## src/rtl/alu_driver_if.sv

```systemverilog
// Bundle of command, ALU and response signals between the ALU driver and its
// environment. The driver uses the slave view: it accepts commands, drives
// the ALU operands and offers responses. The environment uses the master view.
interface alu_driver_if;
  logic       cmd_valid;
  logic       cmd_ready;
  logic [3:0] cmd_a;
  logic [3:0] cmd_b;
  logic [2:0] cmd_op;
  logic [3:0] alu_a;
  logic [3:0] alu_b;
  logic [2:0] alu_opcode;
  logic [7:0] alu_c;
  logic       rsp_valid;
  logic       rsp_ready;
  logic [7:0] rsp_data;
  logic [2:0] rsp_op;
  logic       rsp_err;
  logic       busy;

  modport slave (
    input  cmd_valid, cmd_a, cmd_b, cmd_op, alu_c, rsp_ready,
    output cmd_ready, alu_a, alu_b, alu_opcode, rsp_valid, rsp_data,
           rsp_op, rsp_err, busy
  );

  modport master (
    output cmd_valid, cmd_a, cmd_b, cmd_op, alu_c, rsp_ready,
    input  cmd_ready, alu_a, alu_b, alu_opcode, rsp_valid, rsp_data,
           rsp_op, rsp_err, busy
  );
endinterface

```

## src/rtl/alu_driver.sv

```systemverilog
// ALU driver: queues commands in a small FIFO, issues them one at a time to a
// downstream ALU with a one-cycle result latency, and returns each result on a
// valid/ready response port. Divide-by-zero is flagged here instead of trusting
// the ALU's result.
module alu_driver #(
  parameter int DEPTH = 4
) (
  input logic        clk,
  input logic        reset,
  alu_driver_if.slave bus
);
  localparam int IDX_W   = $clog2(DEPTH);
  localparam int PTR_W   = IDX_W + 1;
  localparam int ENTRY_W = 11;
  localparam logic [PTR_W-1:0] PTR_ONE = {{(PTR_W-1){1'b0}}, 1'b1};

  typedef enum logic [1:0] {
    IDLE  = 2'd0,
    ISSUE = 2'd1,
    WAIT  = 2'd2,
    RESP  = 2'd3
  } state_t;

  state_t state_r;
  state_t state_nxt_s;

  logic [ENTRY_W-1:0] fifo_mem_r [DEPTH];
  logic [PTR_W-1:0]   wr_ptr_r;
  logic [PTR_W-1:0]   rd_ptr_r;
  logic [ENTRY_W-1:0] head_s;
  logic               full_s;
  logic               empty_s;
  logic               push_s;
  logic               pop_s;
  logic               capture_s;
  logic               release_s;

  logic [3:0] alu_a_r;
  logic [3:0] alu_b_r;
  logic [2:0] alu_opcode_r;
  logic       rsp_valid_r;
  logic [7:0] rsp_data_r;
  logic [2:0] rsp_op_r;
  logic       rsp_err_r;

  // A divide with a zero divisor must not forward whatever the ALU produced.
  function automatic logic is_div_zero(input logic [2:0] op, input logic [3:0] b);
    return (op == 3'd3) && (b == 4'h0);
  endfunction

  // Pointers carry one extra wrap bit so equal indices can mean full or empty.
  assign empty_s = (wr_ptr_r == rd_ptr_r);
  assign full_s  = (wr_ptr_r[PTR_W-1] != rd_ptr_r[PTR_W-1]) &&
                   (wr_ptr_r[IDX_W-1:0] == rd_ptr_r[IDX_W-1:0]);
  // Full blocks a push even when the FSM pops in the same cycle.
  assign push_s  = bus.cmd_valid && !full_s;
  assign head_s  = fifo_mem_r[rd_ptr_r[IDX_W-1:0]];

  assign bus.cmd_ready  = !full_s;
  assign bus.busy       = (state_r != IDLE) || !empty_s;
  assign bus.alu_a      = alu_a_r;
  assign bus.alu_b      = alu_b_r;
  assign bus.alu_opcode = alu_opcode_r;
  assign bus.rsp_valid  = rsp_valid_r;
  assign bus.rsp_data   = rsp_data_r;
  assign bus.rsp_op     = rsp_op_r;
  assign bus.rsp_err    = rsp_err_r;

  // FIFO storage: write the command at the tail; contents need no reset.
  always_ff @(posedge clk) begin
    if (push_s) begin
      fifo_mem_r[wr_ptr_r[IDX_W-1:0]] <= {bus.cmd_op, bus.cmd_a, bus.cmd_b};
    end
  end

  // FIFO pointers: advance independently on push and pop.
  always_ff @(posedge clk or posedge reset) begin
    if (reset) begin
      wr_ptr_r <= {PTR_W{1'b0}};
      rd_ptr_r <= {PTR_W{1'b0}};
    end else begin
      if (push_s) begin
        wr_ptr_r <= wr_ptr_r + PTR_ONE;
      end
      if (pop_s) begin
        rd_ptr_r <= rd_ptr_r + PTR_ONE;
      end
    end
  end

  // FSM state register.
  always_ff @(posedge clk or posedge reset) begin
    if (reset) begin
      state_r <= IDLE;
    end else begin
      state_r <= state_nxt_s;
    end
  end

  // FSM next state and per-state strobes for pop, result capture and release.
  always_comb begin
    state_nxt_s = state_r;
    pop_s       = 1'b0;
    capture_s   = 1'b0;
    release_s   = 1'b0;
    case (state_r)
      IDLE: begin
        if (!empty_s) begin
          pop_s       = 1'b1;
          state_nxt_s = ISSUE;
        end else begin
          state_nxt_s = IDLE;
        end
      end
      ISSUE: begin
        state_nxt_s = WAIT;
      end
      WAIT: begin
        capture_s   = 1'b1;
        state_nxt_s = RESP;
      end
      RESP: begin
        if (bus.rsp_ready) begin
          release_s   = 1'b1;
          state_nxt_s = IDLE;
        end else begin
          state_nxt_s = RESP;
        end
      end
      default: begin
        state_nxt_s = IDLE;
      end
    endcase
  end

  // ALU operand registers: loaded from the FIFO head on pop, held otherwise.
  always_ff @(posedge clk or posedge reset) begin
    if (reset) begin
      alu_a_r      <= 4'h0;
      alu_b_r      <= 4'h0;
      alu_opcode_r <= 3'd0;
    end else if (pop_s) begin
      alu_opcode_r <= head_s[10:8];
      alu_a_r      <= head_s[7:4];
      alu_b_r      <= head_s[3:0];
    end
  end

  // Response registers: capture the ALU result at the end of WAIT, drop valid on handshake.
  always_ff @(posedge clk or posedge reset) begin
    if (reset) begin
      rsp_valid_r <= 1'b0;
      rsp_data_r  <= 8'h00;
      rsp_op_r    <= 3'd0;
      rsp_err_r   <= 1'b0;
    end else if (capture_s) begin
      rsp_valid_r <= 1'b1;
      rsp_op_r    <= alu_opcode_r;
      if (is_div_zero(alu_opcode_r, alu_b_r)) begin
        rsp_data_r <= 8'h00;
        rsp_err_r  <= 1'b1;
      end else begin
        rsp_data_r <= bus.alu_c;
        rsp_err_r  <= 1'b0;
      end
    end else if (release_s) begin
      rsp_valid_r <= 1'b0;
    end
  end
endmodule

```

## src/flat_wrapper.sv

```systemverilog
// flat-port wrapper written by rule: the top's interface ports become plain ports
module alu_driver_flat 
#(
  parameter int DEPTH = 4
)
  (clk, reset, bus_cmd_valid, bus_cmd_a, bus_cmd_b, bus_cmd_op, bus_alu_c, bus_rsp_ready, bus_cmd_ready, bus_alu_a, bus_alu_b, bus_alu_opcode, bus_rsp_valid, bus_rsp_data, bus_rsp_op, bus_rsp_err, bus_busy);
  alu_driver_if bus_i ();
  input logic clk;
  input logic reset;
  input wire logic [$bits(bus_i.cmd_valid)-1:0] bus_cmd_valid;
  input wire logic [$bits(bus_i.cmd_a)-1:0] bus_cmd_a;
  input wire logic [$bits(bus_i.cmd_b)-1:0] bus_cmd_b;
  input wire logic [$bits(bus_i.cmd_op)-1:0] bus_cmd_op;
  input wire logic [$bits(bus_i.alu_c)-1:0] bus_alu_c;
  input wire logic [$bits(bus_i.rsp_ready)-1:0] bus_rsp_ready;
  output wire logic [$bits(bus_i.cmd_ready)-1:0] bus_cmd_ready;
  output wire logic [$bits(bus_i.alu_a)-1:0] bus_alu_a;
  output wire logic [$bits(bus_i.alu_b)-1:0] bus_alu_b;
  output wire logic [$bits(bus_i.alu_opcode)-1:0] bus_alu_opcode;
  output wire logic [$bits(bus_i.rsp_valid)-1:0] bus_rsp_valid;
  output wire logic [$bits(bus_i.rsp_data)-1:0] bus_rsp_data;
  output wire logic [$bits(bus_i.rsp_op)-1:0] bus_rsp_op;
  output wire logic [$bits(bus_i.rsp_err)-1:0] bus_rsp_err;
  output wire logic [$bits(bus_i.busy)-1:0] bus_busy;
  assign bus_i.cmd_valid = bus_cmd_valid;
  assign bus_i.cmd_a = bus_cmd_a;
  assign bus_i.cmd_b = bus_cmd_b;
  assign bus_i.cmd_op = bus_cmd_op;
  assign bus_i.alu_c = bus_alu_c;
  assign bus_i.rsp_ready = bus_rsp_ready;
  assign bus_cmd_ready = bus_i.cmd_ready;
  assign bus_alu_a = bus_i.alu_a;
  assign bus_alu_b = bus_i.alu_b;
  assign bus_alu_opcode = bus_i.alu_opcode;
  assign bus_rsp_valid = bus_i.rsp_valid;
  assign bus_rsp_data = bus_i.rsp_data;
  assign bus_rsp_op = bus_i.rsp_op;
  assign bus_rsp_err = bus_i.rsp_err;
  assign bus_busy = bus_i.busy;
  alu_driver #(.DEPTH(DEPTH)) u_core (.clk(clk), .reset(reset), .bus(bus_i));
endmodule
```

## config.mk

```make
export PLATFORM = sky130hd
export DESIGN_NAME = alu_driver_flat
export DESIGN_NICKNAME = d
export VERILOG_FILES = /design/src/rtl/alu_driver_if.sv /design/src/rtl/alu_driver.sv /design/src/flat_wrapper.sv
export SDC_FILE = /design/constraint.sdc
export NUM_CORES = 1
export LEC_CHECK = 0
export ABC_AREA = 0
export BUFFER_PORTS_ARGS = -buffer_cell sky130_fd_sc_hd__buf_2
export CORE_ASPECT_RATIO = 2
export CORE_UTILIZATION = 60
export DETAILED_ROUTE_END_ITERATION = 6
export GPL_TIMING_DRIVEN = 0
export PLACE_DENSITY = 0.84
export SLEW_MARGIN = 15
export SYNTH_ARGS = -nofsm -noshare
export SYNTH_HDL_FRONTEND = slang
export SYNTH_SLANG_ARGS = --single-unit
```

## constraint.sdc

```tcl
create_clock -name clk -period 3.49 [get_ports clk]
set_input_delay 0.1745 -clock clk [delete_from_list [all_inputs] [get_ports clk]]
set_output_delay 0.1745 -clock clk [all_outputs]
set_load 0.005 [all_outputs]
```

==> impl_results.rst <==
.. list-table::
   :header-rows: 1

   * - Metric
     - Value
   * - Run status
     - complete, no violations
   * - Area grow syn2layout
     - 16.99%
   * - Worst setup skew after layout
     - 0.008534 ns
   * - Slew HR
     - 56.58%
   * - Hold Worst Slack
     - just under 0.04 ns
   * - Wire length of the first global-routing pass
     - 7.790 mm
   * - Proportion of layout cells with a drive suffix above 1
     - 39.60%
   * - Placed inst area
     - 3392 um^2
   * - Final period utilization
     - 59.51%
   * - Die X-Extent
     - 52.52 um
   * - Deepest clock path buffer count
     - 2
   * - RSZ-0062 raised after global routing
     - no
   * - Count of warnings emitted by yosys
     - 0
   * - Critical path required time
     - between 3 and 4 ns
   * - Die Span Y
     - 103.0 um
   * - Critical-path cell list
     - buf_2 -> xnor2_1 -> a31oi_1 -> and2_1
   * - Count of cell types in the netlist
     - 27
   * - Maximum fanout count along the critical path
     - 11
   * - Number of top-level pins
     - 49
   * - Core ar.
     - 4910 um^2
   * - Internal
     - 2.101 mW
   * - Vias post-DR
     - 1,672
   * - Power density over the cells
     - roughly 870 nW/um^2
   * - Main flop type after synthesis
     - edfxtp_1
   * - Antenna violations before repair
     - 0
   * - Clock tree sinks
     - 76
   * - Net switching power figure
     - 1.026 mW
   * - Via density per instance
     - 5.446
   * - Register area share after synthesis
     - between 60 and 70%
   * - TritonCTS clock tree
     - yes
   * - Register share of total power
     - a little under half
   * - First-pass detailed-route iteration total
     - 4
   * - Total of flip-flops plus latches after synthesis
     - 76
   * - Arrival time at the worst endpoint
     - 2.06 ns
   * - Hold Crit Class
     - in -> reg
   * - Count of unresolved DRC violations after routing
     - 0
   * - Commonest cells in the synthesized netlist
     - edfxtp_1 (44), dfrtp_1 (32), nand2_1 (32)
   * - Number of antenna repair diodes
     - 0
   * - Mapped cell area
     - 3063 um^2
   * - DRT iter0 DRCs
     - 26
   * - Maximum number of pins on one net before global-route repair
     - 33
   * - Peak supply drop
     - between 0.5 and 0.6 mV
   * - Row count
     - 36
   * - Fin. Hold Viols
     - 0
   * - Clock latency on the worst-skew pair
     - approximately 0.35 ns
   * - Largest area contributor in the synthesized netlist
     - edfxtp_1
   * - Worst setup timing slack at the placement stage
     - 1.380 ns
   * - Total routing usage reported by global routing
     - 20.82%
   * - Worst Max-Slew Pin Slew
     - 0.6503 ns
   * - Clock network fraction of design power
     - 19.2%
   * - Floorplan die area
     - 5412 um^2
   * - Final std cells w/o fill
     - 307
   * - Post-synthesis average cell area
     - roughly 17 um^2
   * - GRT overflow
     - 0
   * - Final number of setup-violating endpoints
     - 0
   * - Proportion of netlist area held by the largest area contributor
     - 43.14%
   * - Detail Placement HPWL
     - roughly 3.5 mm
   * - H-tree levels
     - 3
   * - CP max stage cell
     - and2_1
   * - Slowest Stage Delay on Critical Path
     - 0.56 ns
   * - Initial Util
     - 62.39%
   * - Final Wtd Congestion
     - 0.7075
   * - Clock transition at the register clock pins on the worst setup and hold paths after CTS
     - 0.08 ns
   * - Average detailed-routed wire length per instance
     - 15.27 um
   * - Design Area, Final
     - 3583 um^2
   * - Number of global-route vias before repair
     - roughly 1,700
   * - Post-synthesis net count
     - 212
   * - I/O Buffers
     - between 40 and 50
   * - Static leakage power
     - 1.483 nW
   * - Shortest period the worst path allows
     - 2.077 ns
   * - Gate count after technology mapping
     - 184
   * - Buf/Inv on CP
     - 1
   * - Num CTS Buffers
     - 9
   * - Kind of end point of the critical path
     - flop
   * - Post-detailed-route count of antenna-violating nets
     - 0
   * - Number of flops mapped to enable cells by yosys
     - 44
   * - Logic pwr share
     - 35.0%
   * - Net switching fraction of the power
     - 32.81%
   * - Total instance count after detailed placement
     - 290
   * - Setup tns final
     - 0 ns
   * - Worst Slack Setup Final
     - approximately 1.4 ns
   * - Total detailed-routing wirelength
     - 4.689 mm
   * - Type of element launching the critical path
     - flop
   * - CP Class
     - reg -> reg
   * - Total of max-cap violations
     - 0
   * - Fmax
     - 481.5 MHz
   * - Post-synth ARST share
     - about 42%
   * - Clock tree root buffer cell
     - clkbuf_8
   * - Count of nets after finishing
     - 273
   * - Synth top area cells
     - edfxtp_1 (43%), dfrtp_1 (26%), mux4_2 (8.1%), mux2_4 (4.4%), nand2_1 (3.9%)
   * - Top delay family on crit path
     - simple AND/OR/NAND/NOR gates
   * - Number of max-slew violations in the final report
     - 0
   * - Cell with the most instances after synthesis
     - edfxtp_1
-- stage by stage --
| step | util [%] | power (mW) |
|---|---|---|
| 2_1_floorplan | - | 2.204 |
| 3_3_place_gp | 68.73 | 2.506 |
| 6_report | 72.99 | 3.127 |
| 4_1_cts | 72.78 | 3.165 |
| 5_1_grt | 72.99 | 3.341 |
| 3_5_place_dp | 69.09 | 2.571 |
-- cells in the final DEF (no fill, tap or decap), types with 2 or more instances in the layout --
master	synthesis	routed
nand2_1	32	32
ha_1	5	5
clkbuf_8	0	9
buf_2	1	49
xor2_2	2	2
clkinvlp_4	0	3
inv_1	4	3
edfxtp_1	44	44
xor2_1	4	4
xnor2_1	3	3
and2_1	3	3
mux2_4	9	9
buf_6	3	4
dfrtp_1	32	32
inv_6	0	4
mux2_2	5	5
clkbuf_1	4	4
mux4_2	11	11
nor2_1	2	2
o21ai_0	9	9
-- repair_timing --
item                      in CTS  in global routing
hold endpoints to repair       0                 32
gates resized for setup        0                  0
setup buffers                  0                  0
hold buffers                   0                  1
-- layer usage --
| metal | wire, um | vias up | GRT usage [%] |
|---|---|---|---|
| li1 | - | 795 | - |
| met1 | 1836 | 817 | 23.65 |
| met2 | 2550 | 52 | 35.93 |
| met3 | 223 | 8 | 5.900 |
| met4 | 78 | 0 | 8.502 |
| met5 | 0 | - | 0 |
-- layout make-up --
cell class / instances / area, um^2
timing repair buffer: 50 / 261.5
tap: 57 / 71.32
fill: 350 / 1326
sequential: 76 / 2122
clock buffer: 9 / 123.9
inverter: 4 / 15.01
multi-input combinational: 96 / 878.3
clock inverter: 7 / 57.56
buffer: 8 / 53.80
-- power by group through the flow --
stage / Combinational [mW] / Sequential, mW / Clock, mW
2_1_floorplan: 0.769 / 1.44 / 0
5_1_grt: 1.22 / 1.47 / 0.650
3_5_place_dp: 1.12 / 1.45 / 0
3_3_place_gp: 1.07 / 1.44 / 0
6_report: 1.10 / 1.43 / 0.599
4_1_cts: 1.12 / 1.43 / 0.614
-- state kept, by name, summed over array words and instances, names as in the netlist --
name                   cells
u_core.fifo_mem_r         44
u_core.bus.rsp_data        8
u_core.bus.alu_a           4
u_core.bus.alu_b           4
u_core.bus.alu_opcode      3
u_core.bus.rsp_op          3
u_core.rd_ptr_r            3
u_core.wr_ptr_r            3
u_core.state_r             2
u_core.bus.rsp_err         1
u_core.bus.rsp_valid       1
-- final timing paths --
kind,startpoint,end,slack [ns],cells past startpoint
worst max register to register,u_core.rd_ptr_r[0]$_DFFE_PP0P_,u_core.fifo_mem_r[1][0]$_DFFE_PP_,1.41,4
worst min register to register,u_core.bus.rsp_valid$_DFFE_PP0P_,u_core.bus.rsp_valid$_DFFE_PP0P_,0.48,2
worst min-delay path,bus_cmd_b[2],u_core.fifo_mem_r[3][2]$_DFFE_PP_,0.04,1
max in group asynchronous,reset,u_core.bus.alu_b[1]$_DFFE_PP0P_,2.60,3
min in group asynchronous,reset,u_core.rd_ptr_r[2]$_DFFE_PP0P_,0.46,3
worst max-delay path,u_core.rd_ptr_r[0]$_DFFE_PP0P_,u_core.fifo_mem_r[1][0]$_DFFE_PP_,1.41,4
-- cells by family (layout without fill, tap and decap cells) --
family	count (synthesis)	after routing	synth area share, %
buf+inv	12	78	2.246
mux	25	25	14.34
xor+xnor	9	9	3.064
simple gates	44	44	6.251
flops	76	76	69.28
fa+ha+maj	5	5	2.042
compound gates	13	13	2.778
No activity file was read; power rests on OpenSTA's default activity.
